## config.mk

```make
export PLATFORM = sky130hd
export DESIGN_NAME = jcontrol
export DESIGN_NICKNAME = d
export VERILOG_FILES = /design/src/rtl/jcpu_pkg.sv /design/src/rtl/jstep_seq.sv /design/src/rtl/jcontrol.sv
export SDC_FILE = /design/constraint.sdc
export NUM_CORES = 1
export LEC_CHECK = 0
export ABC_AREA = 1
export CAP_MARGIN = 20
export CORE_MARGIN = 10
export CORE_UTILIZATION = 39
export CTS_CLUSTER_DIAMETER = 80
export DETAILED_ROUTE_END_ITERATION = 8
export HOLD_SLACK_MARGIN = 0.05
export PLACE_DENSITY = 0.79
export SLEW_MARGIN = 30
export SYNTH_ARGS = -nofsm -noshare
export SYNTH_HDL_FRONTEND = slang
export SYNTH_HIERARCHICAL = 1
export SYNTH_SLANG_ARGS = --single-unit
```

## constraint.sdc

```tcl
create_clock -name clk -period 1.7 [get_ports clk]
set_input_delay 0.34 -clock clk [delete_from_list [all_inputs] [get_ports clk]]
set_output_delay 0.34 -clock clk [all_outputs]
set_load 0.01 [all_outputs]
```

## src/rtl/jcpu_pkg.sv

```systemverilog
// jcpu_pkg: shared constants for the 8-bit CPU control path.
//   - opcode encodings (IR[7:4]), ALU function codes, flag bit indices
//   - phase constants for the four-phase step timing
//   - ctrl_t bundle of raw (ungated) datapath control signals
//   - dec2: 2-bit register select to one-hot R0..R3
package jcpu_pkg;

    // Opcodes, IR[7:4]. Any opcode with bit 3 set is an ALU instruction.
    localparam logic [3:0] OP_LOAD  = 4'b0000;
    localparam logic [3:0] OP_STORE = 4'b0001;
    localparam logic [3:0] OP_DATA  = 4'b0010;
    localparam logic [3:0] OP_JMPR  = 4'b0011;
    localparam logic [3:0] OP_JMP   = 4'b0100;
    localparam logic [3:0] OP_JMPIF = 4'b0101;
    localparam logic [3:0] OP_CLF   = 4'b0110;
    localparam logic [3:0] OP_IO    = 4'b0111;
    localparam int unsigned OP_ALU_BIT = 3;

    // ALU function codes, IR[6:4] of an ALU instruction.
    localparam logic [2:0] ALU_ADD = 3'b000;
    localparam logic [2:0] ALU_SHR = 3'b001;
    localparam logic [2:0] ALU_SHL = 3'b010;
    localparam logic [2:0] ALU_NOT = 3'b011;
    localparam logic [2:0] ALU_AND = 3'b100;
    localparam logic [2:0] ALU_OR  = 3'b101;
    localparam logic [2:0] ALU_XOR = 3'b110;
    localparam logic [2:0] ALU_CMP = 3'b111;

    // Flag bit indices within {C, A, E, Z}.
    localparam int unsigned FLAG_C = 3;
    localparam int unsigned FLAG_A = 2;
    localparam int unsigned FLAG_E = 1;
    localparam int unsigned FLAG_Z = 0;

    // Phase within a step: set strobes fire in PH_SET, PH_LAST is idle.
    localparam logic [1:0] PH_SET  = 2'd1;
    localparam logic [1:0] PH_LAST = 2'd3;

    typedef struct packed {
        logic [3:0] en_r;
        logic [3:0] set_r;
        logic       en_ram;
        logic       set_ram;
        logic       set_mar;
        logic       en_iar;
        logic       set_iar;
        logic       en_acc;
        logic       set_acc;
        logic       set_tmp;
        logic       set_ir;
        logic       set_flags;
        logic       bus1;
        logic [2:0] alu_op;
    } ctrl_t;

    function automatic logic [3:0] dec2(input logic [1:0] sel);
        dec2 = 4'b0001 << sel;
    endfunction

endpackage

```

## src/rtl/jstep_seq.sv

```systemverilog
// jstep_seq: four-phase step timing plus one-hot six-step ring.
//   clk, reset : system clock, synchronous active-high reset
//   step       : one-hot current step, bit 0 = step 1
//   phase      : quarter within the step, 0..3
//   en_win     : high in phases 0..2 (enable-class outputs valid)
//   set_win    : high in phase 1 only (set-class strobe window)
module jstep_seq
    import jcpu_pkg::*;
(
    input  logic       clk,
    input  logic       reset,
    output logic [5:0] step,
    output logic [1:0] phase,
    output logic       en_win,
    output logic       set_win
);

    logic [1:0] phase_q, phase_d;
    logic [5:0] step_q, step_d;

    always_comb begin
        phase_d = phase_q + 2'd1;
        step_d  = step_q;
        // Rotate the ring on the last phase; step 6 wraps back to step 1.
        if (phase_q == PH_LAST) begin
            step_d = {step_q[4:0], step_q[5]};
        end
    end

    always_ff @(posedge clk) begin
        if (reset) begin
            phase_q <= 2'd0;
            step_q  <= 6'b000001;
        end else begin
            phase_q <= phase_d;
            step_q  <= step_d;
        end
    end

    assign step    = step_q;
    assign phase   = phase_q;
    assign en_win  = (phase_q != PH_LAST);
    assign set_win = (phase_q == PH_SET);

endmodule

```

## src/rtl/jcontrol.sv

```systemverilog
// jcontrol: control unit of the 8-bit CPU.
//   clk, reset   : system clock, synchronous active-high reset
//   bus          : shared bus, loaded into the internal IR on set_ir
//   flags        : latched {C, A, E, Z}, used by JMPIF in step 6
//   step, phase  : one-hot step (bit 0 = step 1) and phase 0..3
//   en_*, bus1   : bus source enables, valid in phases 0..2
//   set_*        : register set strobes, phase 1 only
//   alu_op       : ALU function, ADD except in ALU step 5
// Decode is combinational from the step ring and IR, then gated by the
// phase windows and by reset so every control is low while reset is high.
module jcontrol
    import jcpu_pkg::*;
(
    input  logic       clk,
    input  logic       reset,
    input  logic [7:0] bus,
    input  logic [3:0] flags,
    output logic [5:0] step,
    output logic [1:0] phase,
    output logic [3:0] en_r,
    output logic [3:0] set_r,
    output logic       en_ram,
    output logic       set_ram,
    output logic       set_mar,
    output logic       en_iar,
    output logic       set_iar,
    output logic       en_acc,
    output logic       set_acc,
    output logic       set_tmp,
    output logic       set_ir,
    output logic       set_flags,
    output logic       bus1,
    output logic [2:0] alu_op
);

    logic       en_win;
    logic       set_win;
    logic       en_gate;
    logic       set_gate;
    logic [7:0] ir_q, ir_d;
    logic [3:0] opcode;
    logic [1:0] ra;
    logic [1:0] rb;
    ctrl_t      raw;

    jstep_seq u_step (
        .clk     (clk),
        .reset   (reset),
        .step    (step),
        .phase   (phase),
        .en_win  (en_win),
        .set_win (set_win)
    );

    assign opcode = ir_q[7:4];
    assign ra     = ir_q[3:2];
    assign rb     = ir_q[1:0];

    always_comb begin
        raw = '0;
        unique case (1'b1)
            step[0]: begin
                raw.bus1    = 1'b1;
                raw.en_iar  = 1'b1;
                raw.set_mar = 1'b1;
                raw.set_acc = 1'b1;
            end
            step[1]: begin
                raw.en_ram = 1'b1;
                raw.set_ir = 1'b1;
            end
            step[2]: begin
                raw.en_acc  = 1'b1;
                raw.set_iar = 1'b1;
            end
            step[3]: begin
                if (opcode[OP_ALU_BIT]) begin
                    raw.en_r    = dec2(rb);
                    raw.set_tmp = 1'b1;
                end else begin
                    unique case (opcode)
                        OP_LOAD, OP_STORE: begin
                            raw.en_r    = dec2(ra);
                            raw.set_mar = 1'b1;
                        end
                        OP_DATA, OP_JMPIF: begin
                            raw.bus1    = 1'b1;
                            raw.en_iar  = 1'b1;
                            raw.set_mar = 1'b1;
                            raw.set_acc = 1'b1;
                        end
                        OP_JMPR: begin
                            raw.en_r    = dec2(rb);
                            raw.set_iar = 1'b1;
                        end
                        OP_JMP: begin
                            raw.en_iar  = 1'b1;
                            raw.set_mar = 1'b1;
                        end
                        OP_CLF: begin
                            raw.bus1      = 1'b1;
                            raw.set_flags = 1'b1;
                        end
                        default: ;
                    endcase
                end
            end
            step[4]: begin
                if (opcode[OP_ALU_BIT]) begin
                    raw.en_r      = dec2(ra);
                    raw.alu_op    = opcode[2:0];
                    raw.set_acc   = 1'b1;
                    raw.set_flags = 1'b1;
                end else begin
                    unique case (opcode)
                        OP_LOAD, OP_DATA: begin
                            raw.en_ram = 1'b1;
                            raw.set_r  = dec2(rb);
                        end
                        OP_STORE: begin
                            raw.en_r    = dec2(rb);
                            raw.set_ram = 1'b1;
                        end
                        OP_JMP: begin
                            raw.en_ram  = 1'b1;
                            raw.set_iar = 1'b1;
                        end
                        OP_JMPIF: begin
                            raw.en_acc  = 1'b1;
                            raw.set_iar = 1'b1;
                        end
                        default: ;
                    endcase
                end
            end
            step[5]: begin
                if (opcode[OP_ALU_BIT]) begin
                    // CMP only updates flags; the result is not written back.
                    if (opcode[2:0] != ALU_CMP) begin
                        raw.en_acc = 1'b1;
                        raw.set_r  = dec2(rb);
                    end
                end else begin
                    unique case (opcode)
                        OP_DATA: begin
                            raw.en_acc  = 1'b1;
                            raw.set_iar = 1'b1;
                        end
                        OP_JMPIF: begin
                            // Taken: load the target byte fetched in step 4.
                            if ((ir_q[3:0] & flags) != 4'b0000) begin
                                raw.en_ram  = 1'b1;
                                raw.set_iar = 1'b1;
                            end
                        end
                        default: ;
                    endcase
                end
            end
            default: ;
        endcase
    end

    assign en_gate  = en_win & ~reset;
    assign set_gate = set_win & ~reset;

    assign en_r      = raw.en_r & {4{en_gate}};
    assign en_ram    = raw.en_ram & en_gate;
    assign en_iar    = raw.en_iar & en_gate;
    assign en_acc    = raw.en_acc & en_gate;
    assign bus1      = raw.bus1 & en_gate;
    assign alu_op    = raw.alu_op & {3{en_gate}};
    assign set_r     = raw.set_r & {4{set_gate}};
    assign set_ram   = raw.set_ram & set_gate;
    assign set_mar   = raw.set_mar & set_gate;
    assign set_iar   = raw.set_iar & set_gate;
    assign set_acc   = raw.set_acc & set_gate;
    assign set_tmp   = raw.set_tmp & set_gate;
    assign set_ir    = raw.set_ir & set_gate;
    assign set_flags = raw.set_flags & set_gate;

    always_comb begin
        ir_d = ir_q;
        if (set_ir) begin
            ir_d = bus;
        end
    end

    always_ff @(posedge clk) begin
        if (reset) begin
            ir_q <= 8'h00;
        end else begin
            ir_q <= ir_d;
        end
    end

endmodule

```

# Word-level counts from Yosys, hierarchy flattened
# Cells that the tools add are included.
dict set report classes {
  n_eq_ne 10
  shift 2
  addsub 1
  n_mux 45
  n_reduce_logical 10
  bitwise_logic 18
}
# op n
set ops {}
lappend ops {{$mux W4} 6}
lappend ops {{$pmux W4 S2} 3}
lappend ops {{$mux W1} 22}
lappend ops {{$and A1 B1 Y1} 13}
lappend ops {{$and A4 B4 Y4} 3}
lappend ops {{$eq A4 B3 Y1 const B} 3}
lappend ops {{$mux W3} 3}
lappend ops {{$pmux W1 S3} 3}
lappend ops {{$reduce_or A3 Y1} 3}
lappend ops {{$eq A4 B2 Y1 const B} 2}
lappend ops {{$reduce_or A2 Y1} 4}
lappend ops {{$shl A1 B2 Y4 const A} 2}
lappend ops {{$mux W6} 1}
lappend ops {{$pmux W1 S2} 3}
lappend ops {{$reduce_or A5 Y1} 1}
lappend ops {{$eq A4 B1 Y1 const B} 1}
lappend ops {{$logic_not A4 Y1} 1}
lappend ops {{$mux W2} 2}
lappend ops {{$pmux W1 S4} 1}
lappend ops {{$pmux W2 S2} 1}
lappend ops {{$reduce_bool A4 Y1} 1}
lappend ops {{$and A3 B3 Y3} 1}
lappend ops {{$ne A3 B3 Y1 const B} 1}
lappend ops {{$add A2 B1 Y2 const B} 1}
lappend ops {{other kinds (4)} 4}
dict set report word_totals {
  elab_cells 89
  regBits 16
  out_inout_bits 30
  in_bits 14
}

# Depth between registers and ports, before layout
# Gate-level depths: netlist of the first run.
dict set report logic_depth {
  word_depth 7
  depth_mapped 8
}

# Modules after synthesis
# Netlist of the first run, hierarchy kept.
# mod instances cells_per_inst area_per_inst_um2
set modules_own_cells {}
lappend modules_own_cells {jcontrol 1 132 775.7}
lappend modules_own_cells {jstep_seq 1 44 331.6}

# Least setup slack after synthesis of the first run
# Ideal clock, no wire load.
dict set report synth_path {
  path_type {reg-to-output}
  from {reg u_step.step_q[4] (netlist: u_step/step[4])}
  to {out set_r[2]}
  arrival_ns 1.116
  path_buffers 0
  path_stages_with_launch 7
  slack_ns 0.244
  cell_sequence {dfxtp_1 -> inv_1 -> nor3_1 -> nand2_1 -> o21ai_2 -> nand3_1 -> nor2_1}
}
dict set report synth_via {
  elab_chain_len 2
}
# element line
set synth_lines {}
lappend synth_lines {{start, declared} jstep_seq.sv:19} ;# logic [5:0] step_q, step_d;
lappend synth_lines {{start signal, assigned} jstep_seq.sv:36} ;# step_q <= step_d;
lappend synth_lines {{$pmux W4 S2} jcontrol.sv:61} ;# unique case (1'b1)
lappend synth_lines {{$and A4 B4 Y4} jcontrol.sv:173} ;# assign set_r = raw.set_r & {4{set_gate}};
lappend synth_lines {{end, declared} jcontrol.sv:21} ;# output logic [3:0] set_r,
# Every way passes these cells.

# Worst setup path after layout of the first run
dict set report layout_path {
  from {reg ir_q[7]}
  to {out en_r[2]}
}
dict set report layout_via {
  elab_chain_len 6
}
# element line
set layout_lines {}
lappend layout_lines {{start, declared} jcontrol.sv:40} ;# logic [7:0] ir_q, ir_d;
lappend layout_lines {{start signal, assigned} jcontrol.sv:193} ;# ir_q <= ir_d;
lappend layout_lines {{$eq A4 B1 Y1 or $logic_not A4 Y1 (tied branches)} {jcontrol.sv:81, jcontrol.sv:115}}
lappend layout_lines {{$reduce_or A2 Y1} jcontrol.sv:81} ;# unique case (opcode)
lappend layout_lines {{$pmux W4 S2} jcontrol.sv:81}
lappend layout_lines {{$mux W4} jcontrol.sv:77} ;# if (opcode[OP_ALU_BIT]) begin
lappend layout_lines {{$pmux W4 S2 (*)} jcontrol.sv:61}
lappend layout_lines {{$and A4 B4 Y4 (*)} jcontrol.sv:167} ;# assign en_r = raw.en_r & {4{en_gate}};
lappend layout_lines {{end, declared} jcontrol.sv:20} ;# output logic [3:0] en_r,
# Mark *: on every way between the ends. The rest lies on a longest branch, timed or not.

==> results.py, run 1 <==
metrics = {
    "yosys": {
        "synth_xor_area_share_pct": 0,
        "syn_area_per_cell_sq_um": 6.29,
        "synth_nets": 192,
        "synth_area_leaders": "dfxtp_1 29%, nand2_1 16%, inv_1 8.5%, nor2_1 7.8%, nand3_1 5.4%",
        "synthSimpleGateAreaFrac_pct": 42.8,
        "yosysSeqAreaShare_pct": 28.9,
        "ys_seq_elements": 16,
        "synth_mux_area_share_pct": 0,
        "yosysTopAreaCellShare_pct": 28.9,
        "netlist_area_sq_um": 1110,
        "synth_top_family_by_area": "simple AND/OR/NAND/NOR gates",
        "yosysWarnings": 6,
        "yosys.area.top_type": "dfxtp_1",
        "synth_cell_types": 24,
        "synth_compound_area_share_pct": 13.4,
        "synth_cells": 176,
        "synthAdderAreaFrac_pct": 2.26,
    },
    "place": {
        "portBuffers": 43,
        "gp_congestion": 0.936,
        "dpl.hpwl_microns": 2950,
        "placed_area_sq_um": 1770,
    },
    "min_path": {
        "worstHoldPathType": "input port to flop",
        "hp-start": "reset",
    },
    "global_routing": {
        "grt_max_degree": 17,
        "grt_usage_pct": 14.4,
        "overflow": 0,
        "first_global_vias": 1382,
        "grt_pass1_wl_microns": 6340,
        "antenna_found_initial": 0,
    },
    "clock_network": {
        "clock-root-buffer": "clkbuf_4",
        "clkLatencyLatePin_ps": 280,
        "cts_made_buffers": 3,
        "h-tree-depth": 1,
        "cts_buffer_depth": 2,
        "tritoncts": "yes",
        "clock_sinks": 16,
        "clk_transition_reported_paths_ps": 100,
    },
    "timing": {
        "worst_slew_pin_slew_ps": 223,
        "min_period_ps": 1800,
        "finalCritPeriodShare_pct": 106,
        "slew_viol_final": 0,
        "max_slew_margin_pct": 85.0,
        "max_clock_freq_mhz": 556,
        "finalHoldViolCount": 0,
        "setup_viol": 15,
        "setup_slack_ps": -99.5,
        "grt_setup_unrepaired": "true",
        "fin_skew_ps": 4.30,
        "holdWs_ps": 443,
    },
    "cells_and_area": {
        "antenna_cells": 0,
        "syn2layout_area_growth_pct": 74.8,
        "mostFrequentLayoutCells": "42 x nand2_1, 32 x buf_4, 22 x inv_1",
        "fin_area_sq_um": 1940,
        "drive_gt1_share_pct": 46.1,
        "nNetsFinal": 273,
        "final_common_cell": "nand2_1",
    },
    "power_and_ir_drop": {
        "p_per_area_nw_per_um2": 469,
        "ir_drop_mv": 0.466,
        "leakage_nw": 0.888,
    },
    "flow_run": {
        "drv_cap": 0,
    },
    "floorplanning": {
        "die_area_sq_um": 5370,
        "ios": 44,
        "core.rowCount": 19,
        "core_sq_um": 2730,
        "die_x_microns": 73.3,
        "die_h_microns": 73.3,
        "start_util_pct": 40.5,
    },
    "route": {
        "drt_wl_total_microns": 4210,
        "drtAntennaViolNets": 0,
        "viasPerCell": 4.96,
        "drc_errors": 0,
        "drtPass1Iterations": 4,
        "vias": 1424,
        "drtIter0Drc": 123,
        "routedWlPerCell_microns": 14.7,
    },
    "setup_path": {
        "cp-start-kind": "flop",
        "critPathArrivalTime_ps": 1460,
        "critical_path.max_fanout": 6,
        "rr_startpoint": "u_step/phase[0]$_SDFF_PP0_",
        "critPathLaunch": "ir_q[7]$_SDFFE_PP0P_",
        "cp-end-kind": "primary output",
        "critPathRequiredTime_ps": 1360,
        "critical_path_class": "flop to primary output",
    },
    "run_status": {
        "failed_checks": "setup timing",
        "status": "finished, violations left",
    },
}
## through the flow
step	power, mW	TNS (ps)	instances	setup slack (ps)	utilization, %
after floorplan	0.512	0	176	244	-
final	0.908	-831	287	-99.5	70.8
after global routing	0.949	-2420	287	-200	70.8
after global placement	0.637	-8980	277	-494	64.8
after detailed placement	0.641	-9260	277	-517	64.8
after CTS	0.889	-447	283	-92.6	66.5
## path summary, 6_finish.rpt
path              cells after the start                         end  slack (ps)
hold reg to reg                       2  u_step/phase[0]$_SDFF_PP0_         530
hold / removal                        3  u_step/phase[0]$_SDFF_PP0_         440
setup / recovery                      6                     en_r[2]        -100
setup reg to reg                      6        ir_q[5]$_SDFFE_PP0P_         380
## synthesized netlist by cell type
library cell	n
a21oi_1	9
and3_1	1
buf_4	1
buf_6	2
dfxtp_1	16
ha_1	2
inv_1	25
inv_2	4
nand2_1	47
nand2_2	1
nand2_4	1
nand3_1	12
nand3_2	2
nand4_1	1
nor2_1	23
nor2_2	8
nor2_4	1
nor2_8	1
nor3_1	4
o21ai_0	2
o21ai_1	4
o21ai_2	1
o31ai_1	7
o31ai_2	1
## layout make-up
class | instances | area (sq um)
timing repair buffer | 79 | 613
inverter | 29 | 116
multi-input combinational | 128 | 790
tap | 31 | 38.8
clock buffer | 4 | 36.3
fill | 229 | 798
sequential | 16 | 342
## metal layers
layer | wire [microns] | share of wire (%) | vias up | track usage (%)
met3 | 173 | 4.1 | 4 | 2.29
met2 | 2230 | 53 | 38 | 27.0
li1 | - | - | 717 | -
met5 | 0 | 0 | - | 0
met1 | 1760 | 42 | 665 | 15.9
met4 | 51 | 1.2 | 0 | 4.43
## repair_timing
| action | CTS | global route |
|---|---|---|
| setup endpoints to repair | 23 | 23 |
| endpoints found under the hold margin | 0 | 0 |
| pin swaps | 11 | 8 |
| hold buffers | 0 | 0 |
| setup buffers | 2 | 4 |
| resized for setup | 126 | 23 |
## flip-flops by register name, indices dropped and copies added, names as in the netlist
| name | cells |
|---|---|
| u_step/phase | 2 |
| u_step/step | 6 |
| ir_q | 8 |
## power by group
part	switching (mW)	internal [mW]
logic	0.128	0.131
clock network	0.117	0.130
registers	0.0153	0.386
total	0.261	0.647
## critical path, stage by stage (launching register included)
cell and delay (ps):
dfxtp_4 400, nor2_4 190, nand3_2 150, nand3_4 100, nand2_1 70, a21oi_2 120
buf_2 140
## cells by family (layout without fill, tap and decap cells)
kind of cell / Yosys count / count (layout)
adder cells (fa/ha/maj): 2 / 2
AND/OR/NAND/NOR: 102 / 102
flip-flops: 16 / 16
buffers and inverters: 32 / 112
AO/OA/AOI/OAI: 24 / 24
Note: power is estimated with default switching activity, not from simulation.
==> run 2, diff against run 1 <==
--- a/config.mk
+++ b/config.mk
@@ -12,9 +12,8 @@
 export CTS_CLUSTER_DIAMETER = 80
 export DETAILED_ROUTE_END_ITERATION = 8
 export HOLD_SLACK_MARGIN = 0.05
-export PLACE_DENSITY = 0.79
+export PLACE_DENSITY = 0.8
 export SLEW_MARGIN = 30
 export SYNTH_ARGS = -nofsm -noshare
 export SYNTH_HDL_FRONTEND = slang
-export SYNTH_HIERARCHICAL = 1
 export SYNTH_SLANG_ARGS = --single-unit
==> results.py, run 2 <==
metrics = {
    "min_path": {
        "min_to": "u_step.step[0]$_SDFFE_PP1P_",
        "min_path_cells": 2,
        "hp-start": "u_step.step[5]$_SDFFE_PP0P_",
        "worstHoldPathType": "flop to flop",
    },
    "cells_and_area": {
        "drive_gt1_share_pct": 45.2,
        "multiInputGateArea_sq_um": 783,
        "largest_reg_flops": 8,
        "antenna_cells": 0,
        "mostFrequentLayoutCells": "36 x buf_4, 35 x nand2_1, 19 x buf_2",
        "syn2layout_area_growth_pct": 84.9,
        "final_common_cell": "buf_4",
        "nNetsFinal": 277,
        "nFillCells": 205,
        "fin_util_pct": 73.6,
        "top_register": "ir_q",
        "fin_area_sq_um": 1990,
        "ff_latch_area_sq_um": 343,
        "finalNonFillerCells": 290,
    },
    "yosys": {
        "yosys.area.top_type": "dfxtp_1",
        "synth_commonest_cells": "42 x nand2_1, 19 x inv_1, 19 x nor2_1",
        "yosysTopAreaCellShare_pct": 29.7,
        "netlist_area_sq_um": 1080,
        "synth_cells": 171,
        "synth_nets": 187,
        "async_flop_share_pct": 0,
        "ys_seq_elements": 16,
        "synth_most_common_cell": "nand2_1",
        "synth-main-ff-cell": "dfxtp_1",
        "yosysWarnings": 0,
        "synth-edff-count": 0,
        "synth_cell_types": 24,
        "synth_area_leaders": "dfxtp_1 30%, nand2_1 15%, a21oi_1 7.0%, nand3_1 7.0%, inv_1 6.6%",
        "syn_area_per_cell_sq_um": 6.31,
        "yosysSeqAreaShare_pct": 29.7,
    },
    "route": {
        "vias": 1555,
        "drtPass1Iterations": 4,
        "drtAntennaViolNets": 0,
        "viasPerCell": 5.36,
        "routedWlPerCell_microns": 16.4,
        "drc_errors": 0,
        "drt_wl_total_microns": 4760,
        "drtIter0Drc": 135,
    },
    "timing": {
        "grt_setup_unrepaired": "true",
        "min_period_ps": 1880,
        "finalHoldViolCount": 0,
        "max_slew_margin_pct": 86.0,
        "worst_slew_pin_slew_ps": 208,
        "max_clock_freq_mhz": 532,
        "setup_slack_ps": -181,
        "slew_viol_final": 0,
        "setup_viol": 15,
        "fin_skew_ps": 4.76,
        "finalCritPeriodShare_pct": 111,
    },
    "power_and_ir_drop": {
        "leakage_nw": 0.905,
        "p_per_area_nw_per_um2": 397,
        "ir_drop_mv": 0.548,
    },
    "floorplanning": {
        "start_util_pct": 39.8,
        "die_x_microns": 72.6,
        "die_h_microns": 72.6,
        "core.rowCount": 19,
        "ios": 44,
        "die_area_sq_um": 5270,
        "core_sq_um": 2710,
    },
    "clock_network": {
        "clock_sinks": 16,
        "cts_buffer_depth": 2,
        "ctsHoldBuffers": 0,
        "clkLatencyLatePin_ps": 280,
        "h-tree-depth": 1,
        "clock-root-buffer": "clkbuf_4",
        "tritoncts": "yes",
        "cts_made_buffers": 3,
        "clk_transition_reported_paths_ps": 90,
    },
    "global_routing": {
        "grt_usage_pct": 16.5,
        "grt_pass1_wl_microns": 7080,
        "antenna_found_initial": 0,
        "overflow": 0,
        "grt_max_degree": 17,
        "first_global_vias": 1491,
    },
    "setup_path": {
        "critPathArrivalTime_ps": 1540,
        "rr_startpoint": "u_step.phase[0]$_SDFF_PP0_",
        "timing.rr.end": "ir_q[0]$_SDFFE_PP0P_",
        "critPathLaunch": "ir_q[7]$_SDFFE_PP0P_",
        "worst-r2r-setup-slack_ps": 400,
        "critical_path_class": "flop to primary output",
        "cp-end-kind": "primary output",
        "ff2ff_path_depth": 6,
        "critical_path.max_fanout": 4,
        "cp-start-kind": "flop",
        "critPathRequiredTime_ps": 1360,
    },
    "run_status": {
        "failed_checks": "setup timing",
        "status": "finished, violations left",
    },
    "place": {
        "dpl.hpwl_microns": 3100,
        "portBuffers": 43,
        "dp_cells": 276,
        "placed_area_sq_um": 1790,
        "gp_congestion": 0.849,
    },
    "flow_run": {
        "drv_cap": 0,
    },
}
## run 2: kinds of logic after synthesis
kind of cell / count (synthesis) / synth area share [%]
DFF: 16 / 29.7
and+or+nand+nor: 90 / 38.2
AOI/OAI and AO/OA: 35 / 19.1
adders and majority gates: 2 / 2.32
buffers and inverters: 28 / 10.7
## run 2: area by class of cell
cell class | count | area share (%)
Multi-Input combinational cell | 128 | 39.3
Timing Repair Buffer | 88 | 35.6
Sequential cell | 16 | 17.2
Inverter | 24 | 4.89
Tap cell | 31 | 1.94
Clock buffer | 3 | 1.13
## run 2: where the power goes
part / internal [mW] / total (mW) / switching [mW]
combinational: 0.109 / 0.207 / 0.0981
clock: 0.0821 / 0.191 / 0.109
sequential: 0.381 / 0.394 / 0.0129
total: 0.572 / 0.792 / 0.220
## run 2: how the worst max path moves through the flow
stage	to	slack [ps]	cells past startpoint
after global placement	alu_op[0]	-460	5
after detailed placement	alu_op[2]	-490	5
after global routing	en_r[3]	-270	8
after CTS	set_r[3]	-110	8
final	en_r[3]	-180	8
after floorplan	alu_op[0]	50	5
## run 2: critical path: stages, from the launching register on
cell and delay [ps]:
dfxtp_4 390, nor2_4 150, buf_6 140, buf_6 90
nand3_1 70, nor2_1 100, nor2_1 50, a21oi_1 130
buf_2 140
## run 2: what timing repair did
action | in CTS | in global routing
cloned | 1 | 0
setup buffers | 6 | 5
pin swaps | 20 | 17
gates resized for setup | 134 | 19
setup endpoints to repair | 25 | 24
## run 2: routing by layer
layer	GRT usage, %	share of wire, %	up-vias
li1	-	-	744
met1	18.2	36	719
met2	28.0	51	72
met3	3.54	8.3	20
met4	10.5	4.9	0
met5	0	0	-
## run 2: stage by stage
step                TNS [ps]  hold slack, ps  worst slack [ps]  power, mW
finish                 -1290             500              -181      0.792
global route           -2880             518              -271      0.834
CTS                     -754             494              -108      0.778
detailed placement     -8890             492              -491      0.591
global placement       -8350             491              -456      0.588
floorplan                  0             443              45.3      0.474
